[config.mk]
export PLATFORM = sky130hd
export DESIGN_NAME = sti_rx_flat
export DESIGN_NICKNAME = d
export VERILOG_FILES = /design/src/rtl/sti_rx_pkg.sv /design/src/rtl/sti_rx_if.sv /design/src/rtl/sti_rx_obuf.sv /design/src/rtl/sti_rx.sv /design/src/flat_wrapper.sv
export SDC_FILE = /design/constraint.sdc
export NUM_CORES = 1
export LEC_CHECK = 0
export CAP_MARGIN = 20
export CORE_MARGIN = 4
export CORE_UTILIZATION = 40
export DETAILED_ROUTE_END_ITERATION = 16
export MAX_ROUTING_LAYER = met4
export PLACE_DENSITY = 0.59
export SLEW_MARGIN = 20
export SYNTH_ARGS = -nofsm -noshare
export SYNTH_HDL_FRONTEND = slang
export SYNTH_HIERARCHICAL = 1
export SYNTH_SLANG_ARGS = --single-unit
[constraint.sdc]
create_clock -name clk -period 4.2 [get_ports clk]
set_input_delay 0.63 -clock clk [delete_from_list [all_inputs] [get_ports clk]]
set_output_delay 0.63 -clock clk [all_outputs]
set_load 0.05 [all_outputs]
[src/rtl/sti_rx_pkg.sv]
// Shared types and helpers for the STI receiver: length encodings, FSM states,
// frame-size and payload-recovery functions.
package sti_rx_pkg;

    localparam int STI_W_MAX = 32;
    localparam int STI_CNT_W = 5;

    localparam logic [1:0] LEN_8  = 2'b00;
    localparam logic [1:0] LEN_16 = 2'b01;
    localparam logic [1:0] LEN_24 = 2'b10;
    localparam logic [1:0] LEN_32 = 2'b11;

    typedef enum logic [1:0] {
        RX_IDLE,
        RX_RECV,
        RX_WAITLOW
    } rx_state_t;

    typedef struct packed {
        logic [15:0] pi;
        logic        pad_err;
    } pi_res_t;

    function automatic logic [5:0] nbits(input logic [1:0] len);
        return ({4'b0000, len} + 6'd1) << 3;
    endfunction

    function automatic pi_res_t extract_pi(input logic [31:0] w, input logic [1:0] len,
                                           input logic fill, input logic low);
        pi_res_t r;
        r.pi      = w[15:0];
        r.pad_err = 1'b0;
        case (len)
            LEN_8:   r.pi = low ? {w[7:0], 8'h00} : {8'h00, w[7:0]};
            LEN_16:  r.pi = w[15:0];
            LEN_24: begin
                r.pi      = fill ? w[23:8] : w[15:0];
                r.pad_err = fill ? |w[7:0] : |w[23:16];
            end
            default: begin
                r.pi      = fill ? w[31:16] : w[15:0];
                r.pad_err = fill ? |w[15:0] : |w[31:16];
            end
        endcase
        return r;
    endfunction

endpackage

[src/rtl/sti_rx_if.sv]
// Serial input and parallel ready/valid output of the STI receiver.
// master = link/consumer side, slave = receiver.
interface sti_rx_if;
    logic                              si_valid;
    logic                              si_data;
    logic                              po_valid;
    logic                              po_ready;
    logic [sti_rx_pkg::STI_W_MAX-1:0]  po_word;
    logic [15:0]                       po_pi;
    logic [1:0]                        po_len;

    modport master (output si_valid, si_data, po_ready,
                    input  po_valid, po_word, po_pi, po_len);
    modport slave  (input  si_valid, si_data, po_ready,
                    output po_valid, po_word, po_pi, po_len);
endinterface

[src/rtl/sti_rx_obuf.sv]
// One-entry ready/valid holding register; loads one cycle after ld is seen.
// Full and not draining when ld arrives: new word dropped, err_ovf set (sticky).
module sti_rx_obuf
    import sti_rx_pkg::*;
(
    input  logic                 clk,
    input  logic                 reset,
    input  logic                 clr,
    input  logic                 ld,
    input  logic [STI_W_MAX-1:0] ld_word,
    input  logic [15:0]          ld_pi,
    input  logic [1:0]           ld_len,
    input  logic                 po_ready,
    output logic                 po_valid,
    output logic [STI_W_MAX-1:0] po_word,
    output logic [15:0]          po_pi,
    output logic [1:0]           po_len,
    output logic                 err_ovf
);

    logic can_load;
    assign can_load = !po_valid || po_ready;

    always_ff @(posedge clk) begin
        if (!reset) begin
            po_valid <= 1'b0;
            po_word  <= '0;
            po_pi    <= '0;
            po_len   <= '0;
            err_ovf  <= 1'b0;
        end else begin
            if (ld && can_load) begin
                po_valid <= 1'b1;
                po_word  <= ld_word;
                po_pi    <= ld_pi;
                po_len   <= ld_len;
            end else if (po_valid && po_ready) begin
                po_valid <= 1'b0;
            end
            // A drop in the same cycle as a config load must stay visible.
            if (ld && !can_load) begin
                err_ovf <= 1'b1;
            end else if (clr) begin
                err_ovf <= 1'b0;
            end
        end
    end

endmodule

[src/rtl/sti_rx.sv]
// STI serial-to-parallel receiver: po_valid rises one cycle after the last bit.
// Output is a one-entry ready/valid register; the serial side cannot be stalled.
module sti_rx
    import sti_rx_pkg::*;
#(
    parameter int W_MAX = STI_W_MAX,
    parameter int CNT_W = STI_CNT_W
) (
    input  logic       clk,
    input  logic       reset,
    input  logic       cfg_load,
    input  logic [1:0] cfg_length,
    input  logic       cfg_msb,
    input  logic       cfg_fill,
    input  logic       cfg_low,
    sti_rx_if.slave    bus,
    output logic       err_short,
    output logic       err_long,
    output logic       err_pad,
    output logic       err_ovf
);

    rx_state_t        state, state_nxt;
    logic [CNT_W-1:0] cnt, idx, k, nm1;
    logic [W_MAX-1:0] word, word_nxt;
    logic [1:0]       cfg_len_q, f_len, len_use;
    logic             cfg_msb_q, cfg_fill_q, cfg_low_q;
    logic             f_msb, f_fill, f_low, msb_use;
    logic             start, sample, complete, set_short, set_long, last_bit, done;
    pi_res_t          res;

    assign last_bit = (cnt == CNT_W'(nbits(f_len) - 6'd1));

    always_ff @(posedge clk) begin
        if (!reset) state <= RX_IDLE;
        else        state <= state_nxt;
    end

    always_comb begin
        state_nxt = state;
        case (state)
            RX_IDLE:    if (bus.si_valid) state_nxt = RX_RECV;
            RX_RECV:    if (!bus.si_valid) state_nxt = RX_IDLE;
                        else if (last_bit) state_nxt = RX_WAITLOW;
            RX_WAITLOW: if (!bus.si_valid) state_nxt = RX_IDLE;
            default:    state_nxt = RX_IDLE;
        endcase
    end

    always_comb begin
        start     = 1'b0;
        sample    = 1'b0;
        complete  = 1'b0;
        set_short = 1'b0;
        set_long  = 1'b0;
        case (state)
            RX_IDLE:    start = bus.si_valid;
            RX_RECV: begin
                sample    = bus.si_valid;
                complete  = bus.si_valid && last_bit;
                set_short = !bus.si_valid;
            end
            RX_WAITLOW: set_long = bus.si_valid;
            default: ;
        endcase
    end

    // The first bit is placed using the live config registers, later bits
    // use the per-frame snapshot.
    always_comb begin
        len_use  = start ? cfg_len_q : f_len;
        msb_use  = start ? cfg_msb_q : f_msb;
        k        = start ? '0 : cnt;
        nm1      = CNT_W'(nbits(len_use) - 6'd1);
        idx      = msb_use ? (nm1 - k) : k;
        word_nxt = start ? '0 : word;
        word_nxt[idx] = bus.si_data;
    end

    assign res = extract_pi(word, f_len, f_fill, f_low);

    always_ff @(posedge clk) begin
        if (!reset) begin
            cnt        <= '0;
            word       <= '0;
            cfg_len_q  <= '0;
            cfg_msb_q  <= 1'b0;
            cfg_fill_q <= 1'b0;
            cfg_low_q  <= 1'b0;
            f_len      <= '0;
            f_msb      <= 1'b0;
            f_fill     <= 1'b0;
            f_low      <= 1'b0;
            done       <= 1'b0;
            err_short  <= 1'b0;
            err_long   <= 1'b0;
            err_pad    <= 1'b0;
        end else begin
            if (cfg_load) begin
                cfg_len_q  <= cfg_length;
                cfg_msb_q  <= cfg_msb;
                cfg_fill_q <= cfg_fill;
                cfg_low_q  <= cfg_low;
            end
            if (start) begin
                f_len  <= cfg_len_q;
                f_msb  <= cfg_msb_q;
                f_fill <= cfg_fill_q;
                f_low  <= cfg_low_q;
                word   <= word_nxt;
                cnt    <= CNT_W'(1);
            end else if (sample) begin
                word <= word_nxt;
                cnt  <= complete ? '0 : cnt + CNT_W'(1);
            end else if (set_short) begin
                word <= '0;
                cnt  <= '0;
            end
            done      <= complete;
            err_short <= set_short | (err_short & ~cfg_load);
            err_long  <= set_long  | (err_long  & ~cfg_load);
            err_pad   <= (done & res.pad_err) | (err_pad & ~cfg_load);
        end
    end

    sti_rx_obuf u_obuf (
        .clk      (clk),
        .reset    (reset),
        .clr      (cfg_load),
        .ld       (done),
        .ld_word  (word),
        .ld_pi    (res.pi),
        .ld_len   (f_len),
        .po_ready (bus.po_ready),
        .po_valid (bus.po_valid),
        .po_word  (bus.po_word),
        .po_pi    (bus.po_pi),
        .po_len   (bus.po_len),
        .err_ovf  (err_ovf)
    );

endmodule

[src/flat_wrapper.sv]
// flat-port wrapper written by rule: the top's interface ports become plain ports
module sti_rx_flat import sti_rx_pkg::*;
#(
    parameter int W_MAX = STI_W_MAX,
    parameter int CNT_W = STI_CNT_W
)
  (clk, reset, cfg_load, cfg_length, cfg_msb, cfg_fill, cfg_low, err_short, err_long, err_pad, err_ovf, bus_si_valid, bus_si_data, bus_po_ready, bus_po_valid, bus_po_word, bus_po_pi, bus_po_len);
  sti_rx_if bus_i ();
  input  logic clk;
  input  logic reset;
  input  logic cfg_load;
  input  logic [1:0] cfg_length;
  input  logic cfg_msb;
  input  logic cfg_fill;
  input  logic cfg_low;
  output logic err_short;
  output logic err_long;
  output logic err_pad;
  output logic err_ovf;
  input wire logic [$bits(bus_i.si_valid)-1:0] bus_si_valid;
  input wire logic [$bits(bus_i.si_data)-1:0] bus_si_data;
  input wire logic [$bits(bus_i.po_ready)-1:0] bus_po_ready;
  output wire logic [$bits(bus_i.po_valid)-1:0] bus_po_valid;
  output wire logic [$bits(bus_i.po_word)-1:0] bus_po_word;
  output wire logic [$bits(bus_i.po_pi)-1:0] bus_po_pi;
  output wire logic [$bits(bus_i.po_len)-1:0] bus_po_len;
  assign bus_i.si_valid = bus_si_valid;
  assign bus_i.si_data = bus_si_data;
  assign bus_i.po_ready = bus_po_ready;
  assign bus_po_valid = bus_i.po_valid;
  assign bus_po_word = bus_i.po_word;
  assign bus_po_pi = bus_i.po_pi;
  assign bus_po_len = bus_i.po_len;
  sti_rx #(.W_MAX(W_MAX), .CNT_W(CNT_W)) u_core (.clk(clk), .reset(reset), .cfg_load(cfg_load), .cfg_length(cfg_length), .cfg_msb(cfg_msb), .cfg_fill(cfg_fill), .cfg_low(cfg_low), .bus(bus_i), .err_short(err_short), .err_long(err_long), .err_pad(err_pad), .err_ovf(err_ovf));
endmodule
; Word level (Yosys, flattened, before mapping)
; Index checks and enable logic that the tools add are counted.
[word_totals]
out_inout_bits = 55
regBits = 105
wordCells = 104
[op_classes]
eq_ne = 8
n_reduce_logical = 22
add_sub_neg = 6
n_mux = 36
magnitude_cmp = 2
n_bitwise = 9
[ops]
columns = cell, count
row1 = $mux 32, 4
row2 = $mux 16, 3
row3 = $pmux 16 s3, 1
row4 = $bwmux 32, 1
row5 = $reduce_or 16->1, 2
row6 = $mux 5, 5
row7 = $reduce_or 8->1, 2
row8 = $mux 1, 14
row9 = $mux 2, 5
row10 = $sub 5x1->5 const B, 2
row11 = $lt 5x6->1 const B, 1
row12 = $pmux 2 s3, 1
row13 = $reduce_bool 2->1, 3
row14 = $add 5x1->5 const B, 1
row15 = $demux 1 s5, 1
row16 = $eq 5x5->1, 1
row17 = $ge 5x1->1 const B, 1
row18 = $logic_and 1x1->1, 5
row19 = $sub 5x5->5, 1
row20 = $add 2x1->2 const B, 2
row21 = $and 1x1->1, 4
row22 = $eq 2x1->1 const B, 2
row23 = $eq 2x2->1 const B, 2
row24 = $logic_not 2->1, 2
row25 = other kinds (10), 17

; Logic depth before layout (Yosys ltp)
[logic_depth]
depth_word = 14
ltp_mapped = 12
mapped_depth_nobuf = 9

; By module
; The synthesis kept the hierarchy.
[modules_own_cells]
columns = module, instances, area_per_inst_um2, cells_each
row1 = sti_rx, 1, 3522.1, 439
row2 = sti_rx_obuf, 1, 2128.3, 225

; Least setup slack after synthesis
; OpenSTA, ideal clock, no wires.
[synth_timing]
path_kind = input -> register
start = input port bus_si_valid
end = register u_core.word[26]
cell_stages = 11
t_arrival_ps = 3115
slack_ps = 968
cell_sequence = buf_2 -> nor3b_4 -> buf_2 -> nor2_1 -> a21oi_1 -> ha_1 -> xor3_2 -> or3_4 -> a21oi_4 -> nand2_1 -> a32o_2
[synth_via]
elab_chain_cells = 13
[synth_lines]
columns = element, line_no
row1 = from (decl), flat_wrapper.sv:20  ; input wire logic [$bits(bus_i.si_valid)-1:0] bus_si_valid;
row2 = $mux 1, sti_rx.sv:56  ; case (state)
row3 = $mux 2, --
row4 = $add 2x1->2, sti_rx_pkg.sv:25  ; return ({4'b0000, len} + 6'd1) << 3;
row5 = $sub 5x1->5, sti_rx.sv:74  ; nm1 = CNT_W'(nbits(len_use) - 6'd1);
row6 = $sub 5x5->5, sti_rx.sv:75  ; idx = msb_use ? (nm1 - k) : k;
row7 = $mux 5, sti_rx.sv:75
row8 = $lt 5x6->1 (implied by the code) or $ge 5x1->1 (tied branches), sti_rx.sv:77  ; word_nxt[idx] = bus.si_data;
row9 = $logic_and 1x1->1 (implied by the code), sti_rx.sv:77
row10 = $mux 1 (implied by the code), sti_rx.sv:77
row11 = $demux 1 s5, --
row12 = $bwmux 32, sti_rx.sv:77
row13 = $mux 32, sti_rx.sv:112  ; end else if (sample) begin
row14 = $mux 32, sti_rx.sv:105  ; if (start) begin
row15 = to (signal assigned), sti_rx.sv:110  ; word <= word_nxt;
row16 = to (signal assigned), sti_rx.sv:113  ; word <= word_nxt;
row17 = to (decl), sti_rx.sv:25  ; logic [W_MAX-1:0] word, word_nxt;
; Several ways; a longest one is shown, not always the timed one.
; A chain may end at the register's enable or synchronous reset.

; Worst setup path after layout
[layout_timing]
start = input port bus_si_valid
end = register u_core.word[3]
; The elaborated chain is that of the path after synthesis.

==> results.ini <==
[synthesis]
synth_fp_nets = 681
netlist.top_cell.by_area = dfxtp_1
synthSimpleGateAreaFrac_pct = 22.9
synth_ff_type = dfxtp_1
synthXorXnorAreaFrac_pct = 0.908
syn_area_per_cell_um2 = 8.51
synth_adder_area_share_pct = 1.33
synth_compound_area_share_pct = 21.2
yosysUniqueCellTypes = 78
synth_top_area_share_pct = 37.2
syn_inst = 664
yosys-mux-area-fraction_pct = 10.7
synth_warnings = 6
synth_area_leaders = dfxtp_1, nand2_1, mux2i_1, o21ai_0, a21oi_1
synth_area_um2 = 5650
ys_async_sr_fraction_pct = 0
synth_most_common_cell = nand2_1
ys_ff_latch = 105
synth_top_family_by_area = simple AND/OR/NAND/NOR gates
seq_area_frac_synth_pct = 37.2
ys_top_cells_by_count = nand2_1, dfxtp_1, mux2i_1
synth-edff-count = 0

[placement]
gp_congestion = 0.898
dp.cells = 868
dp_hpwl_mm = 11.4
portBuffers = 65
dpl-instance-area_um2 = 6290

[setup_path]
critPathSlowestCell = clkdlybuf4s50_1
crit_type = in -> reg
endpoint_kind = flop
cpPeakStageDelay_ns = 0.72
startpoint_type = input pin
cp_top_family = compound AO/OA/AOI/OAI gates
crit_path_max_fanout = 12
path_buf_inv = 1
crit_path_cell_trace = clkdlybuf4s50_1 -> nor3b_4 -> nor2_1 -> a21oi_1 -> ha_1 -> xor3_2 -> o21ai_2 -> nand2_2 -> o41ai_1 -> a31o_2
cp.required_ns = 4.50
arrival_ns = 3.67
r2r_slack_ns = 1.41

[floorplan]
fp.dieH_um = 127
core-area_um2 = 13900
pin_count = 66
die_w_um = 127
die_area_um2 = 16100
start_util_pct = 40.7
row_count = 43

[cts]
cts_resized = 0
path_clk_slew_ns = 0.07
clk_latency_ns = 0.35
cts_setup_buffers = 0
ctsHoldBuffers = 0
cts_buffers = 9
cts.sinks = 105
htree_levels = 3
cts_root_buffer = clkbuf_16
clockBufferDepth = 2
cts_tree = done

[routing]
drtIter0Drc = 323
route.vias.total = 5028
drt_first_pass_iters = 5
drc = 0
ant_nets = 0
routedWlPerCell_um = 17.9
viasPerCell = 5.69
routed_wl_mm = 15.8

[flow_run]
cap_violations = 0

[global_route]
track_usage_pct = 20.4
overflow = 0
use_met1_pct = 27.1
antenna_found_initial = 0
met2_usage_pct = 31.1
grt_start_max_net_pins = 80
first_global_vias = 4874
top_usage_layer = met2
grt_use_met3_pct = 3.87
grt_pass1_wl_mm = 25.7

[hold_path]
hold_path.class = reg -> reg

[finish]
area_growth_pct = 16.8
diodes = 0
fillers = 1341
fin_util_pct = 47.5
drive_gt1_share_pct = 8.38
fin_area_um2 = 6600
nets = 716
stdcell_count = 884

[sta]
fin_crit_sh_pct = 80.2
fin_worst_skew_ns = 0.00911
tightest_slew_ns = 0.803
slew_viol_final = 0
layout_min_cycle_time_ns = 3.37
max_freq_mhz = 297
rsz0062_at_grt = false
setup_viol = 0
hold_violations = 0
slew_headroom_pct = 46.5
fin_setup_tns_ns = 0

[power_and_ir_drop]
p_leak_nw = 2.14
p_per_area_nw_per_um2 = 304
peakVddDrop_v = 0.000179

[outcome]
run_status = complete, no violations

per-stage QoR:
stage	hold slack, ns	worst slack, ns	power, mW
6_report	0.456	0.833	2.01
5_1_grt	0.484	0.637	2.08
4_1_cts	0.462	0.934	2.03
3_5_place_dp	0.450	0.557	1.18
3_3_place_gp	0.441	0.620	1.18
2_1_floorplan	0.431	0.968	1.14
worst paths after layout:
path	startpoint	endpoint	cells after the start
setup / recovery	bus_si_valid	u_core/word[3]	10
hold reg to reg	u_core/u_obuf/po_word[16]	u_core/u_obuf/po_word[16]	2
setup reg to reg	u_core/state[0]	u_core/word[3]	9
hold / removal	u_core/u_obuf/po_word[16]	u_core/u_obuf/po_word[16]	2
registers in the layout (all words and copies together), names as in the netlist, 2 cells and up:
name                   flops
u_core/cfg_len_q           2
u_core/cnt                 5
u_core/f_len               2
u_core/state               2
u_core/u_obuf/po_len       2
u_core/u_obuf/po_pi       16
u_core/u_obuf/po_word     32
u_core/word               32
cell type report:
| class | instances | area [um2] | area share, % |
|---|---|---|---|
| clock buffer | 11 | 243 | 3.68 |
| clock inverter | 5 | 55.1 | 0.834 |
| inverter | 7 | 26.3 | 0.398 |
| multi-input combinational | 502 | 3230 | 49.0 |
| sequential | 105 | 2100 | 31.8 |
| tap | 180 | 225 | 3.41 |
| timing repair buffer | 74 | 716 | 10.8 |
worst register-to-register path: stages, from the launching register on:
cell and delay (ns):
dfxtp_1 0.44, nor3b_4 0.34, nor2_1 0.07, a21oi_1 0.18, ha_1 0.22, xor3_2 0.33
o21ai_2 0.29, nand2_2 0.21, o41ai_1 0.50, a31o_2 0.16
cell families after synthesis:
family	after synthesis
AOI/OAI and AO/OA	158
xor gates and xnor gates	4
adders and majority gates	6
buffers and inverters	57
DFF	105
muxes	60
and+or+nand+nor	274
placed cells by master (no fill, tap or decap), types with 10 or more instances in the layout:
cell type          n
a21boi_0          11
a21oi_1           22
a31oi_1           14
buf_4             10
clkdlybuf4s50_1   64
dfxtp_1          105
mux2i_1           58
nand2_1          168
nand3_1           16
nor2_1            23
nor2b_1           15
o21ai_0           27
where the power goes:
part | switching (mW) | internal [mW] | leakage, nW | total, mW
Combinational | 0.0954 | 0.0453 | 1.15 | 0.141
Sequential | 0.0135 | 1.00 | 0.847 | 1.02
Clock | 0.374 | 0.477 | 0.142 | 0.851
per-layer routing:
layer	vias up	wire length, um	share of wire [%]
li1	2445	-	-
met1	2423	7350	47
met2	131	7290	46
met3	29	729	4.6
met4	0	429	2.7
met5	-	0	0
(Power assumes the default switching activity.)
